## config.mk

```make
export PLATFORM = sky130hd
export DESIGN_NAME = multiword_add_ctrl
export DESIGN_NICKNAME = d
export VERILOG_FILES = /design/src/rtl/multiword_add_ctrl.sv
export SDC_FILE = /design/constraint.sdc
export NUM_CORES = 1
export LEC_CHECK = 0
export CORE_MARGIN = 2
export CORE_UTILIZATION = 57
export CTS_BUF_LIST = sky130_fd_sc_hd__clkbuf_8
export CTS_CLUSTER_DIAMETER = 80
export DETAILED_ROUTE_END_ITERATION = 12
export GPL_TIMING_DRIVEN = 1
export HOLD_SLACK_MARGIN = 0.02
export PLACE_DENSITY = 0.87
export SYNTH_ARGS = -nofsm -noshare
export SYNTH_HDL_FRONTEND = slang
export SYNTH_SLANG_ARGS = --single-unit
```

## constraint.sdc

```tcl
create_clock -name clk_i -period 4.61 [get_ports clk_i]
set_clock_uncertainty 0.2 [all_clocks]
set_input_delay 0.461 -clock clk_i [delete_from_list [all_inputs] [get_ports clk_i]]
set_output_delay 0.461 -clock clk_i [all_outputs]
set_load 0.005 [all_outputs]
```

## src/rtl/multiword_add_ctrl.sv

```systemverilog
// Sequencer for one external N-bit adder: it adds or subtracts two W-bit operands
// one slice per cycle, LSB slice first, and chains the carry between slices.
module multiword_add_ctrl #(
  parameter int N     = 4,
  parameter int WORDS = 4
) (
  input  logic                 clk_i,
  input  logic                 rst_n_i,
  input  logic                 start_i,
  input  logic                 sub_i,
  input  logic [N*WORDS-1:0]   op_a_i,
  input  logic [N*WORDS-1:0]   op_b_i,
  output logic [N-1:0]         add_a_o,
  output logic [N-1:0]         add_b_o,
  output logic                 add_c_o,
  input  logic [N-1:0]         add_s_i,
  input  logic                 add_c_i,
  output logic [N*WORDS-1:0]   sum_o,
  output logic                 carry_o,
  output logic                 ovf_o,
  output logic                 busy_o,
  output logic                 done_o
);

  localparam int W  = N * WORDS;
  localparam int IW = (WORDS > 1) ? $clog2(WORDS) : 1;

  typedef enum logic [1:0] {IDLE, CALC, DONE} state_t;

  state_t         state_q, state_d;
  logic [W-1:0]   a_q, a_d;
  logic [W-1:0]   b_q, b_d;
  logic [W-1:0]   acc_q, acc_d;
  logic [W-1:0]   sum_q, sum_d;
  logic [IW-1:0]  idx_q, idx_d;
  logic           cr_q, cr_d;
  logic           carry_q, carry_d;
  logic           ovf_q, ovf_d;
  logic           last;

  assign last = (idx_q == IW'(WORDS - 1));

  always_ff @(posedge clk_i or negedge rst_n_i) begin
    if (!rst_n_i) begin
      state_q <= IDLE;
      a_q     <= '0;
      b_q     <= '0;
      acc_q   <= '0;
      sum_q   <= '0;
      idx_q   <= '0;
      cr_q    <= 1'b0;
      carry_q <= 1'b0;
      ovf_q   <= 1'b0;
    end else begin
      state_q <= state_d;
      a_q     <= a_d;
      b_q     <= b_d;
      acc_q   <= acc_d;
      sum_q   <= sum_d;
      idx_q   <= idx_d;
      cr_q    <= cr_d;
      carry_q <= carry_d;
      ovf_q   <= ovf_d;
    end
  end

  always_comb begin
    state_d = state_q;
    a_d     = a_q;
    b_d     = b_q;
    acc_d   = acc_q;
    sum_d   = sum_q;
    idx_d   = idx_q;
    cr_d    = cr_q;
    carry_d = carry_q;
    ovf_d   = ovf_q;
    add_a_o = '0;
    add_b_o = '0;
    add_c_o = 1'b0;

    case (state_q)
      IDLE, DONE: begin
        if (start_i) begin
          // B is stored pre-inverted and cr seeded with sub_i, so A-B = A + ~B + 1.
          a_d     = op_a_i;
          b_d     = sub_i ? ~op_b_i : op_b_i;
          acc_d   = '0;
          idx_d   = '0;
          cr_d    = sub_i;
          state_d = CALC;
        end else if (state_q == DONE) begin
          state_d = IDLE;
        end
      end
      CALC: begin
        add_a_o = a_q[int'(idx_q)*N +: N];
        add_b_o = b_q[int'(idx_q)*N +: N];
        add_c_o = cr_q;
        acc_d[int'(idx_q)*N +: N] = add_s_i;
        cr_d  = add_c_i;
        idx_d = idx_q + IW'(1);
        if (last) begin
          // Partial slices live in acc; sum_o only ever sees the complete result.
          sum_d   = acc_d;
          carry_d = add_c_i;
          ovf_d   = (a_q[W-1] == b_q[W-1]) && (acc_d[W-1] != a_q[W-1]);
          idx_d   = '0;
          state_d = DONE;
        end
      end
      default: state_d = IDLE;
    endcase
  end

  assign sum_o   = sum_q;
  assign carry_o = carry_q;
  assign ovf_o   = ovf_q;
  assign busy_o  = (state_q == CALC);
  assign done_o  = (state_q == DONE);

endmodule

```

==> impl_metrics.tcl <==
set metrics [dict create \
    status "finished clean" \
    core_sq_um 5850 \
    path_buf_inv 2 \
    maxCapViolCount 0 \
    clock.fmax_ghz 0.313 \
    wl_met2_um 3560 \
    yosys.cell_count.top_type "nand2_1" \
    synth_cells 329 \
    gp_congestion 0.831 \
    min_path_type "primary input to asynchronous set/reset pin" \
    drt_iter0_drc 163 \
    cts_tree "yes" \
    finalSetupTns_ns 0 \
    fin_area_sq_um 4300 \
    dr.pass1.iters 4 \
    cpLargestDelayFamily "buffers and inverters" \
    drive_gt1_frac 0.0763 \
    rows 28 \
    rsz0062_at_grt "no" \
    cpMaxStageDelayCell "clkinv_1" \
    ys_ff_latch 71 \
    p_per_area_nw_per_um2 619 \
    routed_wl_um 7240 \
    ys.flop_type "dfrtp_1" \
    rr_worst_depth 5 \
    netlist_area_sq_um 3430 \
    ant_nets 0 \
    hold_violations 0 \
    grt_pass1_vias 2657 \
    peakVddDrop_mv 0.303 \
    layout.nets 435 \
    area_delta_synth_final_pct 25.4 \
    antenna_found_initial 0 \
    critPathRequiredTime_ns 3.95 \
    vias 2620 \
    critPathLaunchType "flop" \
    synth_top_area_share 0.519 \
    vias_per_cell 5.60 \
    die_area_sq_um 6650 \
    yosys.cell_types.count 36 \
    path_max_fanout 27 \
    num_io_pins 70 \
    ys_seq_area_frac 0.519 \
    reg2reg_from "idx_q[0]" \
    place_area_sq_um 4110 \
    grt_use_total 0.246 \
    cts.sinks 71 \
    finalMaxSlewViolations 0 \
    ctsHoldBuffers 0 \
    start_util 0.586 \
    dieWidth_um 81.5 \
    avgSynthCellArea_sq_um 10.4 \
    m1WireLength_um 3150 \
    worstReg2RegEnd "ovf_o" \
    synth_top_area_cell "dfrtp_1" \
    clk_latency_ns 0.35 \
    grt_pass1_wl_um 12200 \
    wl_met3_um 377 \
    reg2reg_slack_ns 1.73 \
    root_buffer "clkbuf_8" \
    period_minus_slack_ns 3.19 \
    n_antenna_cell 0 \
    worst_path_largest_cell_delay_ns 0.64 \
    cts_resized 0 \
    worstPathCellList "nand2b_2 > clkinv_1 > and2_1 > clkdlybuf4s50_1" \
    grt_overflow 0 \
    path_clk_slew_ns 0.07 \
    grt_max_degree 53 \
    leakage_nw 1.89 \
    fin_crit_sh 0.693 \
    arrival_ns 2.53 \
    synth_edf_count 0 \
    finalSetupViolations 0 \
    crit_type "flop to output pin" \
    worstMarginPinSlew_ns 1.05 \
    routed.top_layer "met4" \
    syn_nets 376 \
    synth_commonest_cells "nand2_1, dfrtp_1, o21ai_0" \
    async_flop_share 1.00 \
    clk_path_buf_depth 2 \
    wire_per_inst_um 15.5 \
    drcViolationCount 0 \
    port_buffers 69 \
    numCtsBuffers 9 \
    yosysWarnings 0 \
    slew_headroom 0.300 \
    dp_hpwl_um 5080 \
    cts_setup_buffers 0 \
    critPathCaptureType "output pin" \
    die_y_um 81.5 \
    synth.area.top_cells "dfrtp_1, nand2_1, o21ai_0" \
    cts_max_level 3 \
]
[flip-flops by register name (all words and copies together), names as in the netlist]
register  flops
a_q          16
acc_q        16
b_q          16
sum_o        16
idx_q         2
state_q       2
carry_o       1
cr_q          1
ovf_o         1
[metrics by stage]
stage | total power, mW | hold WS (ns) | worst slack, ns | utilization | instances
global placement | 2.13 | 0.252 | 1.81 | 0.702 | 452
floorplan | 1.73 | -0.0346 | 2.46 | - | 329
CTS | 2.69 | 0.0791 | 1.41 | 0.734 | 468
detailed placement | 2.20 | 0.257 | 1.65 | 0.702 | 452
finish | 2.66 | 0.0488 | 1.42 | 0.734 | 468
global route | 2.87 | 0.118 | 1.25 | 0.734 | 468
[area by class of cell]
type	count	area, sq um
sequential	71	1780
fill	431	1550
multi-input combinational	227	1500
timing repair buffer	72	708
clock buffer	10	138
tap	75	93.8
clock inverter	6	52.6
inverter	7	26.3
[routing by layer]
layer | GRT usage | vias up
li1 | - | 1261
met1 | 0.308 | 1265
met2 | 0.407 | 81
met3 | 0.0615 | 13
met4 | 0.107 | 0
met5 | 0 | -
[worst max path at each step]
stage	slack [ns]	start	end	cells after the start
after floorplan	2.46	idx_q[1]	acc_q[12]	6
after global placement	1.81	idx_q[0]	ovf_o	5
after detailed placement	1.65	idx_q[0]	ovf_o	5
after CTS	1.41	state_q[0]	add_c_o	4
after global routing	1.25	state_q[0]	add_c_o	4
final	1.42	state_q[0]	add_c_o	4
[logic make-up after synthesis]
kind of cell             synth area share
adder cells (fa/ha/maj)            0.0219
XOR/XNOR                           0.0409
AO/OA/AOI/OAI                       0.137
buffers and inverters              0.0431
multiplexers                       0.0727
AND/OR/NAND/NOR                     0.166
flip-flops                          0.519
[layout by cell type, fill, tap and decap left out, types with 4 or more instances in the layout]
cell type,n
ha_1,6
a32o_1,11
inv_1,8
a32oi_1,7
a31oi_1,5
and2_1,11
dfrtp_1,71
nor2b_1,7
o21ai_0,34
xnor2_1,16
clkdlybuf4s50_1,68
nand2_1,89
mux4_2,6
mux2i_1,5
clkbuf_8,10
a22oi_1,4
o2bb2ai_1,4
[where the power goes]
group	internal, mW	switching, mW	total [mW]
clock network	0.258	0.227	0.485
registers	0.878	0.193	1.07
logic	0.593	0.510	1.10
Power figures use the tool's default switching activity.
